[config.mk]
export PLATFORM = sky130hd
export DESIGN_NAME = sterownik_rejestru_przesuwajacego_flat
export DESIGN_NICKNAME = d
export VERILOG_FILES = /design/src/rtl/sterownik_rejestru_przesuwajacego_pkg.sv /design/src/rtl/sterownik_rejestru_przesuwajacego_if.sv /design/src/rtl/sterownik_rejestru_przesuwajacego_bufor_polecen.sv /design/src/rtl/sterownik_rejestru_przesuwajacego.sv /design/src/flat_wrapper.sv
export SDC_FILE = /design/constraint.sdc
export NUM_CORES = 1
export LEC_CHECK = 0
export ABC_CLOCK_PERIOD_IN_PS = 1900
export BUFFER_PORTS_ARGS = -buffer_cell sky130_fd_sc_hd__buf_2
export CORE_UTILIZATION = 40
export CTS_CLUSTER_SIZE = 40
export DETAILED_ROUTE_END_ITERATION = 16
export PLACE_DENSITY_LB_ADDON = 0.08
export SYNTH_ARGS = -nofsm -noshare
export SYNTH_HDL_FRONTEND = slang
export SYNTH_SLANG_ARGS = --single-unit
[constraint.sdc]
create_clock -name clk -period 1.9 [get_ports clk]
set_input_delay 0.38 -clock clk [delete_from_list [all_inputs] [get_ports clk]]
set_output_delay 0.38 -clock clk [all_outputs]
set_load 0.01 [all_outputs]
[src/rtl/sterownik_rejestru_przesuwajacego_pkg.sv]
// sterownik_rp_pkg
// Shared types and constants for the shift-register command sequencer.
//   op_t    : command opcodes carried on the command channel
//   stan_t  : sequencer FSM states
//   TRYB_*  : S1S0 mode codes of the 4-bit universal shift register
//   tryb_stanu() : S1S0 value that belongs to a given state/opcode pair
package sterownik_rp_pkg;

  typedef enum logic [1:0] {
    OP_LOAD     = 2'b00,
    OP_SHR      = 2'b01,
    OP_SHL      = 2'b10,
    OP_LOAD_SHR = 2'b11
  } op_t;

  typedef enum logic [1:0] {
    IDLE  = 2'b00,
    LOAD  = 2'b01,
    SHIFT = 2'b10,
    FIN   = 2'b11
  } stan_t;

  localparam logic [1:0] TRYB_WSTRZYMAJ = 2'b00;
  localparam logic [1:0] TRYB_PRAWO     = 2'b01;
  localparam logic [1:0] TRYB_LEWO      = 2'b10;
  localparam logic [1:0] TRYB_WPIS      = 2'b11;

  // Mode lines are a pure function of the state being entered; only SHIFT
  // looks at the opcode to pick the direction.
  function automatic logic [1:0] tryb_stanu(input stan_t stan, input op_t op);
    logic [1:0] tryb;
    case (stan)
      LOAD:    tryb = TRYB_WPIS;
      SHIFT:   tryb = (op == OP_SHL) ? TRYB_LEWO : TRYB_PRAWO;
      default: tryb = TRYB_WSTRZYMAJ;
    endcase
    return tryb;
  endfunction

endpackage

[src/rtl/sterownik_rejestru_przesuwajacego_if.sv]
// sterownik_rejestru_przesuwajacego_if
// Command channel into the shift-register sequencer (valid/ready handshake).
//   cmd_valid : command valid (master)
//   cmd_ready : sequencer can accept a command (slave)
//   cmd_op    : opcode (op_t)
//   cmd_data  : parallel-load value, WIDTH bits
//   cmd_n     : shift count, CNT_W bits
// Modports: master = control logic issuing commands, slave = sequencer.
interface sterownik_rejestru_przesuwajacego_if
  import sterownik_rp_pkg::*;
  #(parameter int WIDTH = 4,
    parameter int CNT_W = 3);

  logic             cmd_valid;
  logic             cmd_ready;
  op_t              cmd_op;
  logic [WIDTH-1:0] cmd_data;
  logic [CNT_W-1:0] cmd_n;

  modport master (output cmd_valid, output cmd_op, output cmd_data, output cmd_n,
                  input  cmd_ready);

  modport slave  (input  cmd_valid, input  cmd_op, input  cmd_data, input  cmd_n,
                  output cmd_ready);

endinterface

[src/rtl/sterownik_rejestru_przesuwajacego_bufor_polecen.sv]
// bufor_polecen
// One-entry command holding register between the command channel and the FSM.
// With ENABLE=1 it is a fall-through skid entry: an empty buffer forwards the
// incoming command straight to the FSM, and only parks it when the FSM is not
// taking commands. With ENABLE=0 the entry never fills, so it degenerates to a
// wire and in_ready follows out_ready.
//   clk, rst              : clock, synchronous active-high reset
//   in_valid/in_ready     : upstream handshake, in_op/in_data/in_n payload
//   out_valid/out_ready   : downstream (FSM) handshake, out_op/out_data/out_n payload
module bufor_polecen
  import sterownik_rp_pkg::*;
  #(parameter int WIDTH  = 4,
    parameter int CNT_W  = 3,
    parameter bit ENABLE = 1'b0)
  (
    input  logic             clk,
    input  logic             rst,
    input  logic             in_valid,
    output logic             in_ready,
    input  op_t              in_op,
    input  logic [WIDTH-1:0] in_data,
    input  logic [CNT_W-1:0] in_n,
    output logic             out_valid,
    input  logic             out_ready,
    output op_t              out_op,
    output logic [WIDTH-1:0] out_data,
    output logic [CNT_W-1:0] out_n
  );

  logic             full;
  op_t              op_q;
  logic [WIDTH-1:0] data_q;
  logic [CNT_W-1:0] n_q;
  logic             capture;

  // Park a command only when it arrives while the FSM is busy.
  assign capture = ENABLE && in_valid && !full && !out_ready;

  // Holding register: fills on capture, drains once the FSM takes the entry.
  always_ff @(posedge clk) begin
    if (rst) begin
      full   <= 1'b0;
      op_q   <= OP_LOAD;
      data_q <= '0;
      n_q    <= '0;
    end else if (capture) begin
      full   <= 1'b1;
      op_q   <= in_op;
      data_q <= in_data;
      n_q    <= in_n;
    end else if (full && out_ready) begin
      full   <= 1'b0;
    end
  end

  assign in_ready  = ENABLE ? !full : out_ready;
  assign out_valid = full || in_valid;
  assign out_op    = full ? op_q   : in_op;
  assign out_data  = full ? data_q : in_data;
  assign out_n     = full ? n_q    : in_n;

endmodule

[src/rtl/sterownik_rejestru_przesuwajacego.sv]
// sterownik_rejestru_przesuwajacego
// Command sequencer for a 4-bit universal shift register (S1S0: 00 hold,
// 01 shift right, 10 shift left, 11 parallel load). One command per handshake;
// drives S1/S0/I for the needed cycles, captures Q and pulses done.
// Optional feature: define CMD_BUF_EN for a one-entry command buffer that lets
// a command be accepted while busy and start straight out of FIN.
//   clk, rst : clock, synchronous active-high reset
//   cmd      : command channel (slave modport): valid/ready, op, data, n
//   s0, s1   : mode lines to the shift register (registered)
//   i        : parallel data to the shift register, zero outside LOAD
//   q_in     : shift register Q feedback
//   busy     : command in progress (state != IDLE)
//   done     : one-cycle pulse in the FIN cycle
//   result   : q_in captured in the FIN cycle, held until the next FIN
module sterownik_rejestru_przesuwajacego
  import sterownik_rp_pkg::*;
  #(parameter int WIDTH = 4,
    parameter int CNT_W = 3)
  (
    input  logic                             clk,
    input  logic                             rst,
    sterownik_rejestru_przesuwajacego_if.slave cmd,
    output logic                             s0,
    output logic                             s1,
    output logic [WIDTH-1:0]                 i,
    input  logic [WIDTH-1:0]                 q_in,
    output logic                             busy,
    output logic                             done,
    output logic [WIDTH-1:0]                 result
  );

`ifdef CMD_BUF_EN
  localparam bit BUF_EN = 1'b1;
`else
  localparam bit BUF_EN = 1'b0;
`endif

  logic             buf_valid;
  logic             buf_ready;
  op_t              buf_op;
  logic [WIDTH-1:0] buf_data;
  logic [CNT_W-1:0] buf_n;
  logic             take;

  stan_t            stan, stan_next;
  op_t              op_r, op_next;
  logic [WIDTH-1:0] data_r, data_next;
  logic [CNT_W-1:0] n_r, n_next;
  logic [CNT_W-1:0] cnt, cnt_next;
  logic [1:0]       tryb;

  bufor_polecen #(.WIDTH(WIDTH), .CNT_W(CNT_W), .ENABLE(BUF_EN)) u_bufor (
    .clk       (clk),
    .rst       (rst),
    .in_valid  (cmd.cmd_valid),
    .in_ready  (cmd.cmd_ready),
    .in_op     (cmd.cmd_op),
    .in_data   (cmd.cmd_data),
    .in_n      (cmd.cmd_n),
    .out_valid (buf_valid),
    .out_ready (buf_ready),
    .out_op    (buf_op),
    .out_data  (buf_data),
    .out_n     (buf_n)
  );

  // FIN may chain straight into the next command only when buffering is on.
  assign buf_ready = (stan == IDLE) || (BUF_EN && (stan == FIN));
  assign take      = buf_valid && buf_ready;

  // Next-state and command-latch logic; a take overrides the FIN->IDLE default.
  always_comb begin
    stan_next = stan;
    op_next   = op_r;
    data_next = data_r;
    n_next    = n_r;
    cnt_next  = cnt;
    case (stan)
      IDLE:  stan_next = IDLE;
      LOAD: begin
        if (op_r == OP_LOAD_SHR && n_r != '0) begin
          stan_next = SHIFT;
          cnt_next  = n_r;
        end else begin
          stan_next = FIN;
        end
      end
      SHIFT: begin
        cnt_next = cnt - 1'b1;
        if (cnt == CNT_W'(1)) stan_next = FIN;
      end
      FIN:   stan_next = IDLE;
      default: stan_next = IDLE;
    endcase
    if (take) begin
      op_next   = buf_op;
      data_next = buf_data;
      n_next    = buf_n;
      cnt_next  = buf_n;
      if (buf_op == OP_LOAD || buf_op == OP_LOAD_SHR) stan_next = LOAD;
      else if (buf_n != '0)                           stan_next = SHIFT;
      else                                            stan_next = FIN;
    end
  end

  // State plus registered Moore outputs derived from the state being entered,
  // so the outputs line up with the state register without a decode stage.
  always_ff @(posedge clk) begin
    if (rst) begin
      stan   <= IDLE;
      op_r   <= OP_LOAD;
      data_r <= '0;
      n_r    <= '0;
      cnt    <= '0;
      tryb   <= TRYB_WSTRZYMAJ;
      i      <= '0;
      busy   <= 1'b0;
      done   <= 1'b0;
      result <= '0;
    end else begin
      stan   <= stan_next;
      op_r   <= op_next;
      data_r <= data_next;
      n_r    <= n_next;
      cnt    <= cnt_next;
      tryb   <= tryb_stanu(stan_next, op_next);
      i      <= (stan_next == LOAD) ? data_next : '0;
      busy   <= (stan_next != IDLE);
      done   <= (stan_next == FIN);
      if (stan == FIN) result <= q_in;
    end
  end

  assign s1 = tryb[1];
  assign s0 = tryb[0];

endmodule

[src/flat_wrapper.sv]
// flat-port wrapper written by rule: the top's interface ports become plain ports
module sterownik_rejestru_przesuwajacego_flat import sterownik_rp_pkg::*;
#(parameter int WIDTH = 4,
    parameter int CNT_W = 3)
  (clk, rst, s0, s1, i, q_in, busy, done, result, cmd_cmd_valid, cmd_cmd_op, cmd_cmd_data, cmd_cmd_n, cmd_cmd_ready);
  sterownik_rejestru_przesuwajacego_if #(.WIDTH(WIDTH), .CNT_W(CNT_W)) cmd_i ();
  input  logic clk;
  input  logic rst;
  output logic s0;
  output logic s1;
  output logic [WIDTH-1:0] i;
  input  logic [WIDTH-1:0] q_in;
  output logic busy;
  output logic done;
  output logic [WIDTH-1:0] result;
  input wire logic [$bits(cmd_i.cmd_valid)-1:0] cmd_cmd_valid;
  input wire logic [$bits(cmd_i.cmd_op)-1:0] cmd_cmd_op;
  input wire logic [$bits(cmd_i.cmd_data)-1:0] cmd_cmd_data;
  input wire logic [$bits(cmd_i.cmd_n)-1:0] cmd_cmd_n;
  output wire logic [$bits(cmd_i.cmd_ready)-1:0] cmd_cmd_ready;
  assign cmd_i.cmd_valid = cmd_cmd_valid;
  assign cmd_i.cmd_op = cmd_cmd_op;
  assign cmd_i.cmd_data = cmd_cmd_data;
  assign cmd_i.cmd_n = cmd_cmd_n;
  assign cmd_cmd_ready = cmd_i.cmd_ready;
  sterownik_rejestru_przesuwajacego #(.WIDTH(WIDTH), .CNT_W(CNT_W)) u_core (.clk(clk), .rst(rst), .cmd(cmd_i), .s0(s0), .s1(s1), .i(i), .q_in(q_in), .busy(busy), .done(done), .result(result));
endmodule
# Yosys cells after proc, flatten, opt, wreduce, memory -nomap -nowiden

Cells that the tools add are included.

Register bits: 26
Output and inout bits: 13
Bits of input ports: 16

Bitwise logic cells: 1
Add/subtract/negate cells: 1
Eq/ne operators: 11
Mux-type cells: 13
Reduce and logical (&&, ||, !) cells: 12

Operators by type and width:

| operator                                               | count |
|---|---|
| equality test 2 bit (second input constant)            | 7 |
| two-way mux 2 bit                                      | 5 |
| nonzero test 3 bit                                     | 3 |
| two-way mux 3 bit                                      | 2 |
| case mux 2 bit (3 select lines)                        | 1 |
| case mux 3 bit (2 select lines)                        | 1 |
| equality test 2 x 1 -> 1 bit (second input constant)   | 2 |
| logical NOT 2 bit                                      | 2 |
| two-way mux 4 bit                                      | 1 |
| case mux 2 bit (2 select lines)                        | 1 |
| OR reduction 2 bit                                     | 2 |
| equality test 3 x 1 -> 1 bit (second input constant)   | 1 |
| inequality test 3 x 1 -> 1 bit (second input constant) | 1 |
| subtractor 3 x 1 -> 3 bit (second input constant)      | 1 |
| logical AND 1 bit                                      | 2 |
| two-way mux 1 bit                                      | 2 |
| AND reduction 2 bit                                    | 1 |
| nonzero test 2 bit                                     | 1 |
| logical OR 1 bit                                       | 1 |
| inverter 1 bit                                         | 1 |

# Depth between registers and ports, before layout

Word-level depth: 8
Depth in mapped cells: 10

# Hierarchy

Synthesis repeated with hierarchy kept, for this count alone.

Cells, all modules: 135
Area total of the unflattened synthesis: 1229.9 µm²

Modules (own cells, without submodules):

| module                            | area an instance (µm²) | cells each | instances | seq. area each (µm²) |
|---|---|---|---|---|
| sterownik_rejestru_przesuwajacego | 1147.4                 | 124        | 1         | 520.5 |
| bufor_polecen                     | 82.6                   | 11         | 1         | 0.0 |

# Worst setup path after synthesis

Ideal clock, no wire load.

Path kind: reg2reg
Start point: register u_core.stan[0]
End point: register u_core.tryb[0]
Arrival: 1.804 ns
Data required time: 1.766 ns
Stages on the path, launching flop included: 11
Clock period less this slack: 1.938 ns
Path slack: -0.038 ns
Library setup time: 0.134 ns
Cells stage by stage: dfxtp_1 > inv_1 > ha_1 > nand2_1 > buf_2 > nor2_1 > a21oi_1 > inv_1 > ha_1 > o211ai_1 > a211oi_1

Cells in the longest elaborated chain, start to end: 6

Ends and longest elaborated chain:

| item                                                                       | line                                        | source |
|---|---|---|
| start: declaration                                                         | sterownik_rejestru_przesuwajacego.sv:45     | `stan_t stan, stan_next;` |
| start signal: assignment                                                   | sterownik_rejestru_przesuwajacego.sv:121    | `stan <= stan_next;` |
| logical NOT 2 bit (*)                                                      | sterownik_rejestru_przesuwajacego.sv:68     | `assign buf_ready = (stan == IDLE) \|\| (BUF_EN && (stan == FIN));` |
| named net cmd_cmd_ready                                                    | flat_wrapper.sv:20                          | `output wire logic [$bits(cmd_i.cmd_ready)-1:0] cmd_cmd_ready;` |
| OR reduction 2 bit (no line)                                               | -                                           |  |
| case mux 2 bit (3 select lines)                                            | sterownik_rejestru_przesuwajacego.sv:78     | `case (stan)` |
| two-way mux 2 bit (*)                                                      | sterownik_rejestru_przesuwajacego.sv:95     | `if (take) begin` |
| named net u_core.stan_next[1]                                              | sterownik_rejestru_przesuwajacego.sv:45     |  |
| equality test 2 bit / equality test 2 x 1 -> 1 bit (equally long branches) | sterownik_rejestru_przesuwajacego_pkg.sv:32 | `case (stan)` |
| case mux 2 bit (2 select lines) (*)                                        | sterownik_rejestru_przesuwajacego_pkg.sv:32 |  |
| end signal: assignment                                                     | sterownik_rejestru_przesuwajacego.sv:126    | `tryb <= tryb_stanu(stan_next, op_next);` |
| end: declaration                                                           | sterownik_rejestru_przesuwajacego.sv:50     | `logic [1:0] tryb;` |

The timed path passes the listed nets; every way through them passes the cells marked *.
A chain may end at the register's enable or synchronous reset.

# Final worst setup path

Start point: register u_core.stan[1]
End point: register u_core.tryb[0]

Cells in the longest elaborated chain, start to end: 6

Ends and longest elaborated chain:

| item                                                                       | line |
|---|---|
| equality test 2 bit / logical NOT 2 bit (equally long branches)            | sterownik_rejestru_przesuwajacego.sv:78, sterownik_rejestru_przesuwajacego.sv:68 |
| OR reduction 2 bit (no line)                                               | - |
| case mux 2 bit (3 select lines)                                            | sterownik_rejestru_przesuwajacego.sv:78 |
| two-way mux 2 bit (*)                                                      | sterownik_rejestru_przesuwajacego.sv:95 |
| named net u_core.stan_next[0]                                              | sterownik_rejestru_przesuwajacego.sv:45 |
| equality test 2 bit / equality test 2 x 1 -> 1 bit (equally long branches) | sterownik_rejestru_przesuwajacego_pkg.sv:32 |
| case mux 2 bit (2 select lines) (*)                                        | sterownik_rejestru_przesuwajacego_pkg.sv:32 |

Marks and branches as above.

==> results.toml <==
[synth]
yosysUniqueCellTypes = 26
synth_top_flop_cell = "dfxtp_1"
synth_seq_cells = 26
netlist_area_um2 = 1160
ys_top_cells_by_count = "26 x dfxtp_1, 21 x nand2_1, 13 x a21oi_1"
syn-num-nets = 158
synthCells = 131
synth_compound_area_share_pct = 13.9
synth_xor_area_share_pct = 1.51
synthSimpleGateAreaFrac_pct = 18.3
synthMuxAreaShare_pct = 4.32
avgSynthCellArea_um2 = 8.84
yosys-top-cells-area = "dfxtp_1 45%, ha_1 12%, nand2_1 6.8%"
ys_async_sr_fraction_pct = 0
yosys.area.top_type = "dfxtp_1"
yosysMostFrequentCell = "dfxtp_1"
ys_seq_area_share_pct = 44.9
synth_top_family_by_area = "simple AND/OR/NAND/NOR gates"
synth_edf_count = 0
synth_top_area_share_pct = 44.9
synth-adder-area-share_pct = 11.9
ys_warn_count = 0

[pwr]
p_per_area_nw_per_um2 = 1070
p_seq_share_pct = 42.6
irDropWorstVdd_mv = 0.575
p_clk_share_pct = 25.3
p_switching_mw = 0.488
p_int_mw = 1.05
switching_share_pct = 31.7
power_frac_comb_pct = 32.2
p_leak_nw = 0.639

[worst_setup_path]
arrival_ps = 2040
reg2reg_to = "u_core.tryb[0]"
end_kind = "register"
crit_type = "register to register"
ff2ff_setup_slack_ps = 100
required_ps = 2140
start_kind = "register"
rr_worst_depth = 8
path_max_fanout = 5
reg2reg_from = "u_core.stan[1]"

[timing]
setup_slack_ps = 101
finalMaxSlewViolations = 0
tightestPinTransition_ps = 469
maxSlewHeadroom_pct = 68.7
hold_viol_final = 0
fin_skew_ps = 7.37
setup_viol = 0
min_period_ps = 1800
max_clock_freq_ghz = 0.556
period_share_pct = 94.7
setup_tns_ps = 0

[global_route]
grt_start_max_net_pins = 23
antenna_found_initial = 0
grt_pass1_vias = 917
grt_usage_pct = 16.0
gr-total-overflow = 0
grt_pass1_wl_um = 3900

[clocking]
cts.sinks = 26
cts_tree = "done"
cts_buffers = 3
insertion_delay_ps = 330
htreeDepth = 1
root_buffer = "clkbuf_4"
post_cts_buffers = 0
clk_path_buf_depth = 2
path_clk_slew_ps = 150

[placed_design]
placed_area_um2 = 1360
dp_hpwl_um = 1730
port_buffers = 28
dp_slack_ps = 50.5
place_congestion = 0.831
dp.cells = 190

[floorplanning]
die_height_um = 55.8
io_pins = 29
initial_core_util_pct = 42.0
core_area_um2 = 2760
row_count = 19
die-area_um2 = 3120
die_w_um = 55.8

[route]
wl_per_cell_um = 12.4
drc = 0
drt_wl_total_um = 2400
vias_per_cell = 5.01
firstDrtPassIters = 4
via_count = 972
drt_iter0_markers = 12
ant_nets = 0

[cells_and_area]
drive_gt1_share_pct = 29.4
synthToLayoutAreaGrowth_pct = 24.5
antennaDiodeCount = 0
multi_input_area_um2 = 611
final_area_um2 = 1440
fin_cells = 194
fill_cells = 275
fin_nets = 191
regArea_um2 = 522

[status]
outcome = "finished clean"

[min_path]
hold_depth = 3
min-delay-path-class = "input port to register"
worstHoldEndpoint = "u_core.result[1]"
hold_start = "q_in[1]"

[flow_run]
drv_cap = 0
-- area by class of cell --
type                            instances  share of cell area, %
Inverter                                9                   2.34
Multi-Input combinational cell         90                   42.3
Clock inverter                          1                   2.08
Timing Repair Buffer                   34                   12.8
Tap cell                               31                   2.69
Clock buffer                            3                   1.56
Sequential cell                        26                   36.2
-- worst max-delay path by stage --
stage	slack [ps]	endpoint	depth (start not counted)	start
detailed placement	50	u_core.tryb[0]	9	u_core.stan[1]
finish	100	u_core.tryb[0]	8	u_core.stan[1]
CTS	20	u_core.tryb[0]	9	u_core.stan[1]
global route	-50	u_core.tryb[0]	9	u_core.cnt[1]
global placement	170	u_core.tryb[1]	9	u_core.stan[1]
floorplan	40	u_core.tryb[0]	10	u_core.stan[0]
-- cell families after synthesis --
group                      Yosys count
and+or+nand+nor                     47
DFF                                 26
AOI/OAI and AO/OA                   25
buffers and inverters               15
adders and majority gates           11
muxes                                5
xor gates and xnor gates             2
-- per-layer routing --
metal	up-vias	wire [um]	track usage, %
met5	-	0	0
met4	0	17	7.32
li1	494	-	-
met2	16	1250	28.6
met1	460	1050	19.0
met3	2	82	2.33
-- power groups by stage --
stage | logic [mW] | registers, mW | clock network, mW
after floorplan | 0.301 | 0.676 | 0
after global placement | 0.466 | 0.662 | 0
after detailed placement | 0.474 | 0.664 | 0
after CTS | 0.476 | 0.652 | 0.397
after global routing | 0.563 | 0.664 | 0.424
final | 0.496 | 0.656 | 0.389
-- layout by cell type (no fill, tap or decap), types with 5 or more instances in the layout --
cell type	Yosys	final
and2_1	6	6
inv_1	9	9
ha_1	11	8
nand2_1	21	20
nor2_1	11	11
buf_4	0	6
buf_2	2	28
a21oi_1	13	12
dfxtp_1	26	25
mux2i_1	5	5
-- state kept, by name, indices dropped and copies added, names as in the netlist --
register       count
u_core.op_r        2
u_core.data_r      4
u_core.result      4
u_core.cnt         3
u_core.i           4
u_core.done        1
u_core.busy        1
u_core.tryb        2
u_core.stan        2
u_core.n_r         3
-- worst max-delay path, cell delays in order, from the launching register on --
cell and delay (ps):
dfxtp_1 390, inv_1 80, ha_1 230, nand2_2 140, nor3_2 60, a31oi_2 250, ha_2 250, inv_1 50
a211oi_1 260
-- through the flow --
stage | hold WS [ps] | total power [mW] | utilization, %
global placement | 441 | 1.13 | 49.3
CTS | 278 | 1.52 | 51.2
finish | 281 | 1.54 | 52.3
global route | 267 | 1.65 | 52.3
floorplan | 427 | 0.977 | -
detailed placement | 447 | 1.14 | 49.3
-- timing repair --
action / CTS / global route
setup endpoints to repair: 0 / 7
hold buffers: 0 / 0
resized for setup: 0 / 9
Power figures use the tool's default switching activity.
